`config.mk`:
```
export PLATFORM = sky130hd
export DESIGN_NAME = datapath_seq_flat
export DESIGN_NICKNAME = d
export VERILOG_FILES = /design/src/rtl/datapath_seq_if.sv /design/src/rtl/datapath_seq.sv /design/src/flat_wrapper.sv
export SDC_FILE = /design/constraint.sdc
export NUM_CORES = 1
export LEC_CHECK = 0
export ABC_AREA = 1
export BUFFER_PORTS_ARGS = -buffer_cell sky130_fd_sc_hd__buf_2
export CAP_MARGIN = 15
export CORE_ASPECT_RATIO = 0.5
export CORE_MARGIN = 2
export CORE_UTILIZATION = 40
export CTS_CLUSTER_DIAMETER = 80
export DETAILED_ROUTE_END_ITERATION = 6
export MAX_ROUTING_LAYER = met4
export PLACE_DENSITY = 0.64
export RECOVER_POWER = 25
export SLEW_MARGIN = 30
export SYNTH_ARGS = -nofsm -noshare
export SYNTH_HDL_FRONTEND = slang
export SYNTH_SLANG_ARGS = --single-unit
```
`constraint.sdc`:
```
create_clock -name clk -period 3.5 [get_ports clk]
set_clock_uncertainty 0.15 [all_clocks]
set_input_delay 1.05 -clock clk [delete_from_list [all_inputs] [get_ports clk]]
set_output_delay 1.05 -clock clk [all_outputs]
set_load 0.005 [all_outputs]
```
`src/rtl/datapath_seq_if.sv`:
```
// datapath_seq_if: bundles the control/data bus of datapath_seq.
//   master: decode/memory side (drives start and operation fields, reads results)
//   slave : datapath_seq side
// Signals: start, alu_op, shift, rn, rm, rd, imm_b, cmp, wb_src, sximm5,
//          sximm8, mdata, PC (inputs to datapath); out, N, V, Z, busy, done
//          (outputs from datapath).
// Parameters must match those given to datapath_seq.
interface datapath_seq_if #(
  parameter int WIDTH = 16,
  parameter int NREGS = 8,
  parameter int PCW   = 8
);
  localparam int REGW = $clog2(NREGS);

  logic             start;
  logic [1:0]       alu_op;
  logic [1:0]       shift;
  logic [REGW-1:0]  rn;
  logic [REGW-1:0]  rm;
  logic [REGW-1:0]  rd;
  logic             imm_b;
  logic             cmp;
  logic [1:0]       wb_src;
  logic [WIDTH-1:0] sximm5;
  logic [WIDTH-1:0] sximm8;
  logic [WIDTH-1:0] mdata;
  logic [PCW-1:0]   PC;
  logic [WIDTH-1:0] out;
  logic             N;
  logic             V;
  logic             Z;
  logic             busy;
  logic             done;

  modport master (
    output start, alu_op, shift, rn, rm, rd, imm_b, cmp, wb_src,
           sximm5, sximm8, mdata, PC,
    input  out, N, V, Z, busy, done
  );

  modport slave (
    input  start, alu_op, shift, rn, rm, rd, imm_b, cmp, wb_src,
           sximm5, sximm8, mdata, PC,
    output out, N, V, Z, busy, done
  );
endinterface

```
`src/rtl/datapath_seq.sv`:
```
// datapath_seq: register file + A/B/C registers, 1-bit shifter, 2-op-bit ALU
// and NVZ status, driven by an internal micro-sequencer. One start pulse in
// IDLE latches the operation fields and runs LDB/LDA/EXE/WB as needed.
// Ports:
//   clk    rising-edge clock
//   reset  synchronous, active-high; aborts any operation, clears all state
//   bus    datapath_seq_if.slave (operation fields in; out/N/V/Z/busy/done out)
// Optional build macro DATAPATH_SEQ_DBG_EN adds:
//   dbg_rnum  in  register index
//   dbg_rdata out R[dbg_rnum], combinational, no side effects
module datapath_seq #(
  parameter int WIDTH = 16,
  parameter int NREGS = 8,
  parameter int PCW   = 8
) (
  input  logic          clk,
  input  logic          reset,
  datapath_seq_if.slave bus
`ifdef DATAPATH_SEQ_DBG_EN
  ,
  input  logic [$clog2(NREGS)-1:0] dbg_rnum,
  output logic [WIDTH-1:0]         dbg_rdata
`endif
);
  localparam int REGW = $clog2(NREGS);
  localparam int MSB  = WIDTH - 1;

  typedef enum logic [2:0] {
    S_IDLE, S_LDB, S_LDA, S_EXE, S_WB, S_DONE
  } state_t;

  state_t           state, nxt;
  logic [WIDTH-1:0] regs [NREGS];
  logic [WIDTH-1:0] a_q, b_q, c_q;
  logic             n_q, v_q, z_q, busy_q, done_q;

  // Operation fields captured at the accepting start edge
  logic [1:0]       op_q, shift_q, wbsrc_q;
  logic [REGW-1:0]  rn_q, rm_q, rd_q;
  logic             immb_q, cmp_q;
  logic [WIDTH-1:0] sximm5_q;

  logic [WIDTH-1:0] bsh, bop, res, wbdata;
  logic             ovf;

  always_comb begin
    unique case (shift_q)
      2'b01:   bsh = {b_q[MSB-1:0], 1'b0};
      2'b10:   bsh = {1'b0, b_q[MSB:1]};
      2'b11:   bsh = {b_q[MSB], b_q[MSB:1]};
      default: bsh = b_q;
    endcase
    bop = immb_q ? sximm5_q : bsh;
    ovf = 1'b0;
    unique case (op_q)
      2'b00: begin
        res = a_q + bop;
        ovf = (a_q[MSB] == bop[MSB]) && (res[MSB] != a_q[MSB]);
      end
      2'b01: begin
        res = a_q - bop;
        ovf = (a_q[MSB] != bop[MSB]) && (res[MSB] != a_q[MSB]);
      end
      2'b10:   res = a_q & bop;
      default: res = ~bop;
    endcase
  end

  // PC/sximm8/mdata are deliberately taken live in the WB cycle
  always_comb begin
    unique case (wbsrc_q)
      2'b01:   wbdata = WIDTH'(bus.PC);
      2'b10:   wbdata = bus.sximm8;
      2'b11:   wbdata = bus.mdata;
      default: wbdata = c_q;
    endcase
  end

  always_comb begin
    nxt = state;
    unique case (state)
      S_IDLE:
        if (bus.start)
          nxt = (bus.wb_src != 2'b00) ? S_WB : (bus.imm_b ? S_LDA : S_LDB);
      S_LDB:   nxt = (op_q == 2'b11) ? S_EXE : S_LDA;
      S_LDA:   nxt = S_EXE;
      S_EXE:   nxt = cmp_q ? S_DONE : S_WB;
      S_WB:    nxt = S_DONE;
      default: nxt = S_IDLE;
    endcase
  end

  always_ff @(posedge clk) begin
    if (reset) begin
      state    <= S_IDLE;
      a_q      <= '0;
      b_q      <= '0;
      c_q      <= '0;
      n_q      <= 1'b0;
      v_q      <= 1'b0;
      z_q      <= 1'b0;
      busy_q   <= 1'b0;
      done_q   <= 1'b0;
      op_q     <= '0;
      shift_q  <= '0;
      wbsrc_q  <= '0;
      rn_q     <= '0;
      rm_q     <= '0;
      rd_q     <= '0;
      immb_q   <= 1'b0;
      cmp_q    <= 1'b0;
      sximm5_q <= '0;
      for (int unsigned i = 0; i < NREGS; i++) regs[i] <= '0;
    end else begin
      state  <= nxt;
      // Outputs registered from the next state so they align with the state
      busy_q <= (nxt != S_IDLE);
      done_q <= (nxt == S_DONE);
      unique case (state)
        S_IDLE:
          if (bus.start) begin
            op_q     <= bus.alu_op;
            shift_q  <= bus.shift;
            wbsrc_q  <= bus.wb_src;
            rn_q     <= bus.rn;
            rm_q     <= bus.rm;
            rd_q     <= bus.rd;
            immb_q   <= bus.imm_b;
            cmp_q    <= bus.cmp;
            sximm5_q <= bus.sximm5;
            // A reads as zero whenever LDA is skipped
            a_q      <= '0;
          end
        S_LDB: b_q <= regs[rm_q];
        S_LDA: a_q <= regs[rn_q];
        S_EXE:
          if (cmp_q) begin
            n_q <= res[MSB];
            v_q <= ovf;
            z_q <= (res == '0);
          end else begin
            c_q <= res;
          end
        S_WB:    regs[rd_q] <= wbdata;
        default: ;
      endcase
    end
  end

  assign bus.out  = c_q;
  assign bus.N    = n_q;
  assign bus.V    = v_q;
  assign bus.Z    = z_q;
  assign bus.busy = busy_q;
  assign bus.done = done_q;

`ifdef DATAPATH_SEQ_DBG_EN
  assign dbg_rdata = regs[dbg_rnum];
`endif
endmodule
```
`src/flat_wrapper.sv`:
```
// flat-port wrapper written by rule: the top's interface ports become plain ports
module datapath_seq_flat 
#(
  parameter int WIDTH = 16,
  parameter int NREGS = 8,
  parameter int PCW   = 8
)
  (clk, reset, bus_start, bus_alu_op, bus_shift, bus_rn, bus_rm, bus_rd, bus_imm_b, bus_cmp, bus_wb_src, bus_sximm5, bus_sximm8, bus_mdata, bus_PC, bus_out, bus_N, bus_V, bus_Z, bus_busy, bus_done);
  datapath_seq_if #(.WIDTH(WIDTH), .NREGS(NREGS), .PCW(PCW)) bus_i ();
  input  logic clk;
  input  logic reset;
  input wire logic [$bits(bus_i.start)-1:0] bus_start;
  input wire logic [$bits(bus_i.alu_op)-1:0] bus_alu_op;
  input wire logic [$bits(bus_i.shift)-1:0] bus_shift;
  input wire logic [$bits(bus_i.rn)-1:0] bus_rn;
  input wire logic [$bits(bus_i.rm)-1:0] bus_rm;
  input wire logic [$bits(bus_i.rd)-1:0] bus_rd;
  input wire logic [$bits(bus_i.imm_b)-1:0] bus_imm_b;
  input wire logic [$bits(bus_i.cmp)-1:0] bus_cmp;
  input wire logic [$bits(bus_i.wb_src)-1:0] bus_wb_src;
  input wire logic [$bits(bus_i.sximm5)-1:0] bus_sximm5;
  input wire logic [$bits(bus_i.sximm8)-1:0] bus_sximm8;
  input wire logic [$bits(bus_i.mdata)-1:0] bus_mdata;
  input wire logic [$bits(bus_i.PC)-1:0] bus_PC;
  output wire logic [$bits(bus_i.out)-1:0] bus_out;
  output wire logic [$bits(bus_i.N)-1:0] bus_N;
  output wire logic [$bits(bus_i.V)-1:0] bus_V;
  output wire logic [$bits(bus_i.Z)-1:0] bus_Z;
  output wire logic [$bits(bus_i.busy)-1:0] bus_busy;
  output wire logic [$bits(bus_i.done)-1:0] bus_done;
  assign bus_i.start = bus_start;
  assign bus_i.alu_op = bus_alu_op;
  assign bus_i.shift = bus_shift;
  assign bus_i.rn = bus_rn;
  assign bus_i.rm = bus_rm;
  assign bus_i.rd = bus_rd;
  assign bus_i.imm_b = bus_imm_b;
  assign bus_i.cmp = bus_cmp;
  assign bus_i.wb_src = bus_wb_src;
  assign bus_i.sximm5 = bus_sximm5;
  assign bus_i.sximm8 = bus_sximm8;
  assign bus_i.mdata = bus_mdata;
  assign bus_i.PC = bus_PC;
  assign bus_out = bus_i.out;
  assign bus_N = bus_i.N;
  assign bus_V = bus_i.V;
  assign bus_Z = bus_i.Z;
  assign bus_busy = bus_i.busy;
  assign bus_done = bus_i.done;
  datapath_seq #(.WIDTH(WIDTH), .NREGS(NREGS), .PCW(PCW)) u_core (.clk(clk), .reset(reset), .bus(bus_i));
endmodule
```
# Yosys cells after proc, flatten, opt, wreduce, memory -nomap -nowiden
# Memory sizes are Yosys's and may differ from the RTL's. A register that Yosys moved wholly into a read port is not among the register bits.
# Cells that the tools add are included.
[op_classes] addsub=2 n_eq_ne=19 n_mux=23 bitwise_logic=3 reduce_logical=13
[op_table] op="$pmux W16 S3" n=3
[op_table] op="$mux W16" n=3
[op_table] op="$pmux W16 S2" n=1
[op_table] op="$add A16 B16 Y16" n=1
[op_table] op="$and A16 B16 Y16" n=1
[op_table] op="$logic_not A16 Y1" n=1
[op_table] op="$not A16 Y16" n=1
[op_table] op="$reduce_or A16 Y1" n=1
[op_table] op="$sub A16 B16 Y16" n=1
[op_table] op="$mux W3" n=5
[op_table] op="$pmux W3 S5" n=1
[op_table] op="$eq A2 B2 Y1 const B" n=6
[op_table] op="$mux W1" n=8
[op_table] op="$reduce_and A2 Y1" n=4
[op_table] op="$eq A2 B1 Y1 const B" n=3
[op_table] op="$eq A3 B2 Y1 const B" n=2
[op_table] op="$eq A3 B3 Y1 const B" n=2
[op_table] op="$reduce_bool A2 Y1" n=2
[op_table] op="$eq A3 B1 Y1 const B" n=1
[op_table] op="$logic_not A3 Y1" n=1
[op_table] op="$ne A1 B1 Y1" n=3
[op_table] op="$reduce_bool A3 Y1" n=1
[op_table] op="$logic_and A1 B1 Y1" n=2
[op_table] op="$logic_not A2 Y1" n=1
[op_table] op="5 further kinds" n=5
[word_totals] ff_bits=73 mem_bits_rw=128 inputBits=76 out_inout_bits=21 mem_count=1
[mem_list] memory="u_core.regs" words=8 word_bits=16 rd=2 rd_ports_with_merged_regs=2 write_ports=8 line_no="datapath_seq.sv:33" rtl="logic [WIDTH-1:0] regs [NREGS];"

# Logic depth before layout (Yosys ltp)
[depth] ltp_word=7 ltp_mapped=23

# Worst setup path after synthesis
# No wires, ideal clock.
[synth_timing] path_type="in2reg" start="input reset" end="memory u_core.regs[0][0] (enable)" arrival_time_ps=2406 required_time_ps=2978 setup_slack_ps=572 cell_stages=7 n_path_buf=2 cell_sequence="clkbuf_1 clkinv_1 nand2_1 nor2_1 nand2_2 buf_2 nand2_1"
[synth_rtl] element="from (decl)" line_no="flat_wrapper.sv:11" rtl="input logic reset;"
[synth_rtl] element="to (decl)" line_no="datapath_seq.sv:33"

# Final worst setup path
[layout_timing] start="register u_core.immb_q" end="register u_core.z_q, in the netlist u_core.bus.Z"
[layout_via] elab_chain_len=4 word_cells_on_any_way=7 classes_between="2 x add/sub; 2 x mux; 2 x bitwise; 1 x reduce/logical"
[layout_rtl] element="from (decl)" line_no="datapath_seq.sv:40" rtl="logic immb_q, cmp_q;"
[layout_rtl] element="from (signal assigned)" line_no="datapath_seq.sv:128" rtl="immb_q <= bus.imm_b;"
[layout_rtl] element="$mux W16 *" line_no="datapath_seq.sv:53" rtl="bop = immb_q ? sximm5_q : bsh;"
[layout_rtl] element="$sub A16 B16 Y16 (tied with other cells)" line_no="datapath_seq.sv:61" rtl="res = a_q - bop;"
[layout_rtl] element="$pmux W16 S3 *" line_no="datapath_seq.sv:55" rtl="unique case (op_q)"
[layout_rtl] element="$logic_not A16 Y1 *" line_no="datapath_seq.sv:140" rtl="z_q <= (res == '0);"
[layout_rtl] element="to (signal assigned)" line_no="datapath_seq.sv:140"
[layout_rtl] element="to (decl)" line_no="datapath_seq.sv:35" rtl="logic n_q, v_q, z_q, busy_q, done_q;"
# Mark *: on every way between the ends. The rest lies on a longest branch, timed or not.
# A chain may end at the register's enable or synchronous reset.

==> metrics <==
clock share of power=0.243; Core Area=31,800 um2; post-synthesis sequential area ratio=0.439; Crit Path Max Fanout=9; xor and xnor fraction of the mapped netlist area=0.00135; worst vdd ir=0.363 mV; total track usage=0.252; Die Ht=131 um; CP Capture Point=u_core.bus.Z$_SDFFE_PP0P_; Synth Warn #=0; post-route clock period utilization=0.925; flop2flop setup slack=260 ps; # diodes=0; synthesized area per cell=between 7 and 8 um2; drt via density=between 5 and 6; gpl congestion=0.967; FMAX=309 MHz; mux cell area share after synthesis=0; CTS Buf Count=23; clk sinks=220; crit start category=register; endpoint class of the critical path=register; Hold Vio Cnt, Final=0; Critical Path AT=3530 ps; DRC errors left=0; drt first pass iters=6; ratio of cells with drive above 1 in the final layout=0.128; worst skew pair latency=about 520 ps; largest net degree at the start of global routing=114; Relative slew margins=0.0413; Yosys cell types=43; Hold WC Path Type=register to register; Worst-Margin Slew=1440 ps; Setup CP Type=register to register; Hold-fix buffers, CTS=0; Reg2Reg Depth=20; Internal=around 5.7 mW; # setup viols final=0; Post-Synth Adder-Cell Area=0.0378; die width=~260 um; leakage power=6.04 nW; Worst-path clk slew=60 ps; critical path launch point=u_core.immb_q$_SDFFE_PP0P_; TritonCTS clock tree=built; Tot Pwr=approximately 9.8 mW; Flop pwr share=0.331; Nets=1,931; #FFs+latches synth=220; synthesized area=13,000 um2; final setup TNS=0 ps; main combinational cell family by area after synthesis=simple AND/OR/NAND/NOR gates; Detail Route Antenna Nets=0; DRT Wirelength=42,300 um; Simple-Gate Fraction of Synth Area=0.230; CTS Buffer Depth=3; post-synth top area cell=edfxtp_1; die area=about 34,000 um2; vias in the first global route=11.3k; drt wl/cell=18.7 um; number of antenna violations at the first check in global routing=0; IO buf count=96; share of the synthesized area in the top cell type=0.296; htree depth=1; CTS Root Cell=clkbuf_16; DP HPWL=between 20,000 and 30,000 um; Max Transition Viols Final=0; total grt overflow=0; Crit path required time=3790 ps; worst r2r dst=u_core.bus.Z$_SDFFE_PP0P_; switch share=0.419; # rows=46; top post-synthesis cells by area=edfxtp_1 30%, dfxtp_1 14%, nand2_1 8.3%; status=completed; IO Pins=slightly below 100; first-pass GRT wire length=64,900 um; Switching Power=4.11 mW; Synth Area in Compound Gates=0.206; power share of the combinational group=0.426; synthesis-to-layout area growth=14.5%; Max Cap Viol=0; Syn Inst Count=approximately 1.7k; min Tclk post-route=3240 ps; DRT iter0 DRCs=1,325; Syn Nets=1,842; PD cells=662 nW/um2; Vias=12.5k; r2r startpoint=u_core.immb_q$_SDFFE_PP0P_; Starting Density=0.408; RSZ-0062 raised after global routing=no
## repair_timing
item                       4_1_cts  5_1_grt
setup buffers                    0        7
gates resized for setup          0       12
setup endpoints to repair        0        3
## power by group through the flow
stage               registers, mW  clock network, mW  logic, mW
floorplan                    3.14                  0       2.87
global placement             3.29                  0       4.04
detailed placement           3.29                  0       4.04
CTS                          3.24               2.40       4.06
global route                 3.28               2.51       4.64
finish                       3.25               2.39       4.19
## registers in the layout, summed over array words and instances (netlist names), 2 cells and up, named ones only
signal	cells
u_core.a_q	16
u_core.shift_q	2
u_core.wbsrc_q	2
u_core.sximm5_q	16
u_core.op_q	2
u_core.b_q	16
u_core.rd_q	3
u_core.rn_q	3
u_core.rm_q	3
u_core.state	3
u_core.bus.out	16
u_core.regs	128
## final cells by class
type	instances	area (um2)
flip-flops and latches	220	5690
multi-input cells	1226	6190
clock inverters	5	57.6
inverters	184	697
repair buffers	162	1000
well taps	432	541
fillers	3159	16900
clock buffers	37	662
## cell usage after synthesis, drive strengths merged
cell and n:
nand2 298, nor2 272, o21ai 193, inv 181
a21oi 157, edfxtp 128, nand3 124, dfxtp 92
o211ai 67, clkbuf 66, ha 36, buf 32
a22o 14, nand4 13, o22ai 10, nor3 9
a221oi 8, o21a 6, o21bai 5, clkinv 3
o221ai 3, and2 2, fa 2, a2111oi 1
a31oi 1, o2111ai 1, o211a 1, or2 1
xnor2 1, xor2 1
## logic make-up after synthesis
group                    after synthesis
AND/OR/NAND/NOR                      719
AO/OA/AOI/OAI                        467
buffers and inverters                282
flip-flops                           220
adder cells (fa/ha/maj)               38
XOR/XNOR                               2
## worst max-delay path, cell delays in order (launching register included)
cell and delay [ps]:
dfxtp_1 340, buf_6 130, buf_4 170, buf_4 150, nand2_1 60, o21a_1 180, inv_1 50, ha_1 440
nor2_2 180, inv_2 70, nor2_1 160, nand3_1 140, nand3_1 110, nand2_1 50, nand3_1 100, nand3_1 110
nand2_1 130, nand2_1 60, nor2_1 150, nand3_1 100, a21oi_2 120
## cells in the final DEF (no fill, tap or decap), drive strengths merged, types with 67 or more instances in the layout
cell type and count:
dfxtp 92, buf 150, nand3 124, inv 182, edfxtp 128, a21oi 157
nand2 298, o21ai 193, o211ai 67, nor2 272
## per-stage QoR
step                      instance area [um2]   util  instances  hold slack (ps)  worst slack (ps)
final                                   14800  0.467       2266              323               261
after floorplan                         13000      -       1728              281               572
after detailed placement                14000  0.442       2217              309              54.7
after global routing                    14800  0.467       2266              343              19.1
after CTS                               14800  0.465       2259              325              31.8
after global placement                  14000  0.442       2217              308              66.7
## per-layer routing
layer | wire (um) | track usage | share of wire
met1 | 19500 | 0.361 | 0.46
met2 | 18700 | 0.380 | 0.44
met3 | 2980 | 0.0255 | 0.071
met4 | 1110 | 0.0662 | 0.026
met5 | 0 | - | 0
## worst min path at each step
stage | start | endpoint | slack (ps) | cells past startpoint
2_1_floorplan | u_core.sximm5_q[14]$_SDFFE_PP0P_ | u_core.sximm5_q[14]$_SDFFE_PP0P_ | 280 | 2
3_3_place_gp | u_core.b_q[3]$_SDFFE_PP0P_ | u_core.b_q[3]$_SDFFE_PP0P_ | 310 | 2
3_5_place_dp | u_core.b_q[15]$_SDFFE_PP0P_ | u_core.b_q[15]$_SDFFE_PP0P_ | 310 | 2
4_1_cts | u_core.b_q[3]$_SDFFE_PP0P_ | u_core.b_q[3]$_SDFFE_PP0P_ | 320 | 2
5_1_grt | u_core.b_q[15]$_SDFFE_PP0P_ | u_core.b_q[15]$_SDFFE_PP0P_ | 340 | 2
6_report | u_core.b_q[3]$_SDFFE_PP0P_ | u_core.b_q[3]$_SDFFE_PP0P_ | 320 | 2
(Power assumes the default switching activity.)
